<file path="src/rtl/elementwise_div_if.sv">
// Operand/result bundle for elementwise_div: operand handshake in, result handshake out.
// The divider sits on the slave modport; the producer/consumer side uses master.
interface elementwise_div_if #(
  parameter int W = 8
);
  logic              i_valid;
  logic              o_ready;
  logic [16*2*W-1:0] i_mtx_m;
  logic [16*W-1:0]   i_mtx_v;
  logic              o_valid;
  logic              i_ready;
  logic [16*W-1:0]   o_mtx_q;
  logic [16*W-1:0]   o_mtx_r;
  logic [15:0]       o_div0;
  logic [15:0]       o_ovf;

  modport slave (
    input  i_valid, i_mtx_m, i_mtx_v, i_ready,
    output o_ready, o_valid, o_mtx_q, o_mtx_r, o_div0, o_ovf
  );

  modport master (
    output i_valid, i_mtx_m, i_mtx_v, i_ready,
    input  o_ready, o_valid, o_mtx_q, o_mtx_r, o_div0, o_ovf
  );
endinterface

</file>
<file path="src/rtl/elementwise_div.sv">
// 16-lane unsigned restoring divider (2W/W -> W quotient, W remainder), one shared FSM.
// Optional ELEMDIV_SAT_EN: saturate oversized quotients and flag them on o_ovf.
module elementwise_div #(
  parameter int W = 8
) (
  input  logic                clk,
  input  logic                rstn,
  elementwise_div_if.slave    bus,
  output logic [1:0]          state_dbg
);
  // Handshakes: a transfer happens on a rising edge where valid && ready are both high.
  // o_ready and o_valid are decoded from the state register only.
  localparam int N  = 16;
  localparam int DW = 2 * W;
  localparam int CW = $clog2(DW);

  typedef enum logic [1:0] {
    IDLE = 2'd0,
    RUN  = 2'd1,
    DONE = 2'd2
  } state_t;

  state_t         state, state_nxt;
  logic [CW-1:0]  cnt;
  logic [CW-1:0]  bit_idx;
  logic           accept;
  logic           last;

  logic [DW-1:0]  m_q     [N];
  logic [W-1:0]   v_q     [N];
  logic [W-1:0]   rem     [N];
  logic [DW-1:0]  quo     [N];
  logic [W:0]     shifted [N];
  logic [W:0]     sub     [N];
  logic           ge      [N];
  logic [W-1:0]   rem_nxt [N];
  logic [DW-1:0]  quo_nxt [N];

  logic [N*W-1:0] q_reg;
  logic [N*W-1:0] r_reg;
  logic [N-1:0]   div0_reg;
  logic [N-1:0]   ovf_reg;

  assign accept    = bus.i_valid && (state == IDLE);
  assign last      = (state == RUN) && (cnt == CW'(DW - 1));
  assign bit_idx   = CW'(DW - 1) - cnt;
  assign state_dbg = state;

  assign bus.o_ready = (state == IDLE);
  assign bus.o_valid = (state == DONE);
  assign bus.o_mtx_q = q_reg;
  assign bus.o_mtx_r = r_reg;
  assign bus.o_div0  = div0_reg;
  assign bus.o_ovf   = ovf_reg;

  always_ff @(posedge clk or negedge rstn) begin
    if (!rstn) state <= IDLE;
    else       state <= state_nxt;
  end

  always_comb begin
    state_nxt = state;
    case (state)
      IDLE:    if (accept) state_nxt = RUN;
      RUN:     if (last) state_nxt = DONE;
      DONE:    if (bus.i_ready) state_nxt = IDLE;
      default: state_nxt = IDLE;
    endcase
  end

  // One restoring step per lane: bring in the next dividend bit MSB-first, keep the
  // difference only when the trial subtraction does not go negative.
  always_comb begin
    for (int k = 0; k < N; k++) begin
      shifted[k] = {rem[k], m_q[k][bit_idx]};
      ge[k]      = (shifted[k] >= {1'b0, v_q[k]});
      sub[k]     = shifted[k] - {1'b0, v_q[k]};
      rem_nxt[k] = W'(ge[k] ? sub[k] : shifted[k]);
      quo_nxt[k] = DW'({quo[k], ge[k]});
    end
  end

  always_ff @(posedge clk or negedge rstn) begin
    if (!rstn) begin
      cnt      <= '0;
      q_reg    <= '0;
      r_reg    <= '0;
      div0_reg <= '0;
      ovf_reg  <= '0;
      for (int k = 0; k < N; k++) begin
        m_q[k] <= '0;
        v_q[k] <= '0;
        rem[k] <= '0;
        quo[k] <= '0;
      end
    end else begin
      if (accept) begin
        cnt <= '0;
        for (int k = 0; k < N; k++) begin
          m_q[k] <= bus.i_mtx_m[k*DW +: DW];
          v_q[k] <= bus.i_mtx_v[k*W +: W];
          rem[k] <= '0;
          quo[k] <= '0;
        end
      end else if (state == RUN) begin
        cnt <= cnt + 1'b1;
        for (int k = 0; k < N; k++) begin
          rem[k] <= rem_nxt[k];
          quo[k] <= quo_nxt[k];
        end
      end

      // Results are captured from the final step's combinational values on DONE entry.
      if (last) begin
        for (int k = 0; k < N; k++) begin
          if (v_q[k] == '0) begin
            q_reg[k*W +: W] <= '1;
            r_reg[k*W +: W] <= m_q[k][W-1:0];
            div0_reg[k]     <= 1'b1;
            ovf_reg[k]      <= 1'b0;
          end else begin
            r_reg[k*W +: W] <= rem_nxt[k];
            div0_reg[k]     <= 1'b0;
`ifdef ELEMDIV_SAT_EN
            if (|quo_nxt[k][DW-1:W]) begin
              q_reg[k*W +: W] <= '1;
              ovf_reg[k]      <= 1'b1;
            end else begin
              q_reg[k*W +: W] <= quo_nxt[k][W-1:0];
              ovf_reg[k]      <= 1'b0;
            end
`else
            q_reg[k*W +: W] <= quo_nxt[k][W-1:0];
            ovf_reg[k]      <= 1'b0;
`endif
          end
        end
      end
    end
  end
endmodule

</file>
<file path="src/flat_wrapper.sv">
// flat-port wrapper written by rule: the top's interface ports become plain ports
module elementwise_div_flat 
#(
  parameter int W = 8
)
  (clk, rstn, state_dbg, bus_i_valid, bus_i_mtx_m, bus_i_mtx_v, bus_i_ready, bus_o_ready, bus_o_valid, bus_o_mtx_q, bus_o_mtx_r, bus_o_div0, bus_o_ovf);
  elementwise_div_if #(.W(W)) bus_i ();
  input  logic clk;
  input  logic rstn;
  output logic [1:0] state_dbg;
  input wire logic [$bits(bus_i.i_valid)-1:0] bus_i_valid;
  input wire logic [$bits(bus_i.i_mtx_m)-1:0] bus_i_mtx_m;
  input wire logic [$bits(bus_i.i_mtx_v)-1:0] bus_i_mtx_v;
  input wire logic [$bits(bus_i.i_ready)-1:0] bus_i_ready;
  output wire logic [$bits(bus_i.o_ready)-1:0] bus_o_ready;
  output wire logic [$bits(bus_i.o_valid)-1:0] bus_o_valid;
  output wire logic [$bits(bus_i.o_mtx_q)-1:0] bus_o_mtx_q;
  output wire logic [$bits(bus_i.o_mtx_r)-1:0] bus_o_mtx_r;
  output wire logic [$bits(bus_i.o_div0)-1:0] bus_o_div0;
  output wire logic [$bits(bus_i.o_ovf)-1:0] bus_o_ovf;
  assign bus_i.i_valid = bus_i_valid;
  assign bus_i.i_mtx_m = bus_i_mtx_m;
  assign bus_i.i_mtx_v = bus_i_mtx_v;
  assign bus_i.i_ready = bus_i_ready;
  assign bus_o_ready = bus_i.o_ready;
  assign bus_o_valid = bus_i.o_valid;
  assign bus_o_mtx_q = bus_i.o_mtx_q;
  assign bus_o_mtx_r = bus_i.o_mtx_r;
  assign bus_o_div0 = bus_i.o_div0;
  assign bus_o_ovf = bus_i.o_ovf;
  elementwise_div #(.W(W)) u_core (.clk(clk), .rstn(rstn), .bus(bus_i), .state_dbg(state_dbg));
endmodule
</file>
<file path="config.mk">
export PLATFORM = sky130hd
export DESIGN_NAME = elementwise_div_flat
export DESIGN_NICKNAME = d
export VERILOG_FILES = /design/src/rtl/elementwise_div_if.sv /design/src/rtl/elementwise_div.sv /design/src/flat_wrapper.sv
export SDC_FILE = /design/constraint.sdc
export NUM_CORES = 2
export LEC_CHECK = 0
export CAP_MARGIN = 20
export CORE_MARGIN = 4
export CORE_UTILIZATION = 40
export CTS_CLUSTER_SIZE = 40
export DETAILED_ROUTE_END_ITERATION = 8
export PLACE_DENSITY = 0.63
export RECOVER_POWER = 50
export SLEW_MARGIN = 10
export SYNTH_ARGS = -nofsm -noshare
export SYNTH_HDL_FRONTEND = slang
export SYNTH_SLANG_ARGS = --single-unit
</file>
<file path="constraint.sdc">
create_clock -name clk -period 6.35 [get_ports clk]
set_clock_uncertainty 0.1 [all_clocks]
set_input_delay 1.27 -clock clk [delete_from_list [all_inputs] [get_ports clk]]
set_output_delay 1.27 -clock clk [all_outputs]
set_load 0.01 [all_outputs]
</file>
==> results.md <==
- Post-synthesis simple-gate area fraction: 15.6%
- Synth top area cells: dfrtp_1 (52%), nand2_1 (10%), o21ai_0 (5.6%)
- CTS clk-pin slew, worst paths: 60 ps
- Skew-Pair Late Insertion Delay: 690 ps
- Via Count: 35756
- Largest net degree at the start of global routing: 141
- Top cell type's share of synthesized area: 51.8%
- FP Rows: 120
- H-tree levels: 3
- Layout cells sized above 1: 7.26%
- Net count, final: 5593
- Crit path max fanout: 54
- Postcts setup bufs: 0
- Fin Hold WS: 370 ps
- TritonCTS Buffers: 101
- Final Hold Vio Count: 0
- Violated checks: max-capacitance violations, max-slew violations
- Asr flop ratio synth: 100%
- Synth area leader: dfrtp_1
- Worst rel slew slack: -104%
- Mux cell area share after synthesis: 6.51%
- R2r setup slk: 1800 ps
- Slack of the critical path: 1160 ps
- Most frequent cells in the layout: nand2_1 (1209), dfrtp_1 (898), clkdlybuf4s50_1 (661)
- Largest family of logic cells by synthesized area: simple AND/OR/NAND/NOR gates
- Unrepaired setup endpoints after global routing: no
- Post-synth top flop: dfrtp_1
- CP endpoint kind: flip-flop
- PwrDens: 615 mW/mm²
- CP Launch Type: input port
- Commonest non-fill, non-tap cell in the layout: nand2_1
- Clock Path Buffers: 3
- Initial drt markers: 2892
- Static Leak: 24.7 nW
- Fill count: 9873
- Ys Warns: 0
- Global route total overflow: 0
- Slew Viols, Final: 396
- Gpl congestion: 0.897
- Vias in the first global route: 36101
- Pre-CTS setup slack: 1800 ps
- Worst Path Required: 6830 ps
- CTS tree: done
- Detailed-route DRC error count: 0
- Cts hold-fix bufs: 0
- Die area: 0.114 mm²
- Synth Area in Compound Gates: 15.3%
- Unique cell type count in the Yosys netlist: 74
- Final ANT Viol Nets: 0
- GRT Util Overall: 24.6%
- Pin slew with the least headroom to its limit: 3070 ps
- Max Cap Violations: 7
- First-pass iteration count of the detailed router: 6
- Avg Inst Size Synth: 9.75 µm²
- Type of the worst setup path: input port to flip-flop
- Post_cts resized: 0
- Setup TNS: 0 ps
- Endpoints failing setup: 0
- Synth Instances: 4474
- IO buf count: 663
- Die W: 338 µm
- Status: complete, but fails checks
- Adder-Cell Fraction of Synth Area: 4.89%
- Sink Count: 902
- Xor-xnor portion of the synthesized cell area: 1.47%
- Fin util: 51.0%
- Fmax: 193 MHz
- Ports: 680
- Post-route clock period utilization: 81.8%
- EDFF count, synth: 0
- Vias/cell: 5.46
- Period minus WS final: 5190 ps
- Initial core utilization: 40.5%
- Global-route wire length before repair: 221000 µm
- Post-Syn Area: 0.0436 mm²
- Antenna violations before repair: 26
- WL per Instance: 22.0 µm
- Die Ht: 338 µm
- Area growth from synthesis to layout: 25.8%
- Root buf cell: clkbuf_16
- Hold crit path type: flip-flop to flip-flop
- Max VDD drop: 290 µV
- HPWL after DPL: 102000 µm
- DRT Wirelength: 144000 µm
- Synth Register Bits: 902
- Critical Path AT: 5670 ps
- Core box area: 0.108 mm²
- Sequential share of the synthesized area: 51.8%
flip-flops by register name, summed over array words and instances (netlist names):
| register | flops |
|---|---|
| u_core.rem | 128 |
| u_core.m_q | 256 |
| u_core.bus.o_div0 | 16 |
| u_core.bus.o_mtx_r | 128 |
| u_core.v_q | 128 |
| u_core.bus.o_mtx_q | 128 |
| u_core.state_dbg | 2 |
| u_core.cnt | 4 |
| u_core.quo | 112 |
cell usage after synthesis, types with 7 or more instances:
cell       instances
xor2_1            35
a22oi_1          105
clkbuf_1         165
mux2_2            41
and2_1             8
fa_1              16
a31oi_1           38
nand2b_1          18
o22a_1           121
o21bai_1           9
nor2b_1           32
a21oi_1           69
o21ai_0          488
inv_1            176
nor2_1           100
mux4_2            61
a2bb2oi_1          7
or2_2             13
xnor2_1           38
o21ai_1           14
nor3_1            38
nand3b_1           7
mux2i_1           80
o22ai_1            9
a211o_1            9
a21o_1            30
and3_1            14
o31a_1            10
a2111oi_0          9
buf_4             24
nor4_1            38
buf_1             16
nand2_1         1209
nand3_1          158
dfrtp_1          902
ha_1             145
o211ai_1          19
o21a_1            35
o31ai_1           10
buf_2             60
cells by family (layout without fill, tap and decap cells):
logic type,count (synthesis),after routing
buf+inv,450,1087
xor+xnor,73,73
simple gates,1651,1651
other cells,1,32
compound gates,1045,1045
fa+ha+maj,161,161
flops,902,902
mux,191,191
worst max-delay path, stage by stage:
cell and delay, ps:
dlygate4sd3_1 660, nand2_1 1450, clkbuf_1 1870, nand3_1 190, o21ai_0 170
cell type report:
type                    count  area, µm²  share of cell area, %
multi-input cells        3137      19200                   35.0
repair buffers            723       7180                   13.1
clock buffers             139       2880                   5.25
flip-flops and latches    902      22600                   41.1
diodes                     16       40.0                 0.0730
well taps                1403       1760                   3.20
clock inverters            46        552                   1.01
inverters                 179        672                   1.22
stage by stage:
stage | cell area [µm²] | cells | total power, W
CTS | 55000 | 6528 | 0.0339
finish | 54900 | 6545 | 0.0338
detailed placement | 51500 | 6343 | 0.0277
floorplan | 43700 | 4489 | 0.0220
global route | 54900 | 6540 | 0.0364
global placement | 51500 | 6342 | 0.0273
power by group:
part	switching, W	internal, W
combinational	0.00889	0.00784
sequential	0.00239	0.00857
clock	0.00249	0.00358
final timing paths:
| check | to | cells after the start | start |
|---|---|---|---|
| worst max-delay path | u_core.rem[106] | 5 | bus_i_valid |
| worst min-delay path | u_core.m_q[200] | 2 | u_core.m_q[200] |
| worst max register to register | u_core.rem[73] | 11 | u_core.cnt[0] |
| worst min register to register | u_core.m_q[200] | 2 | u_core.m_q[200] |
| max in group asynchronous | u_core.m_q[18] | 2 | rstn |
| min in group asynchronous | u_core.quo[67] | 1 | rstn |
metal layers:
layer	GRT usage (%)	wire length (µm)	vias to the layer above	part of all wire, %
met5	0	77	-	0.053
met4	7.49	4290	12	3.0
met3	5.48	9790	213	6.8
met2	40.1	67900	1173	47
met1	32.9	61900	17737	43
li1	-	-	16621	-
No activity file was read; power rests on OpenSTA's default activity.
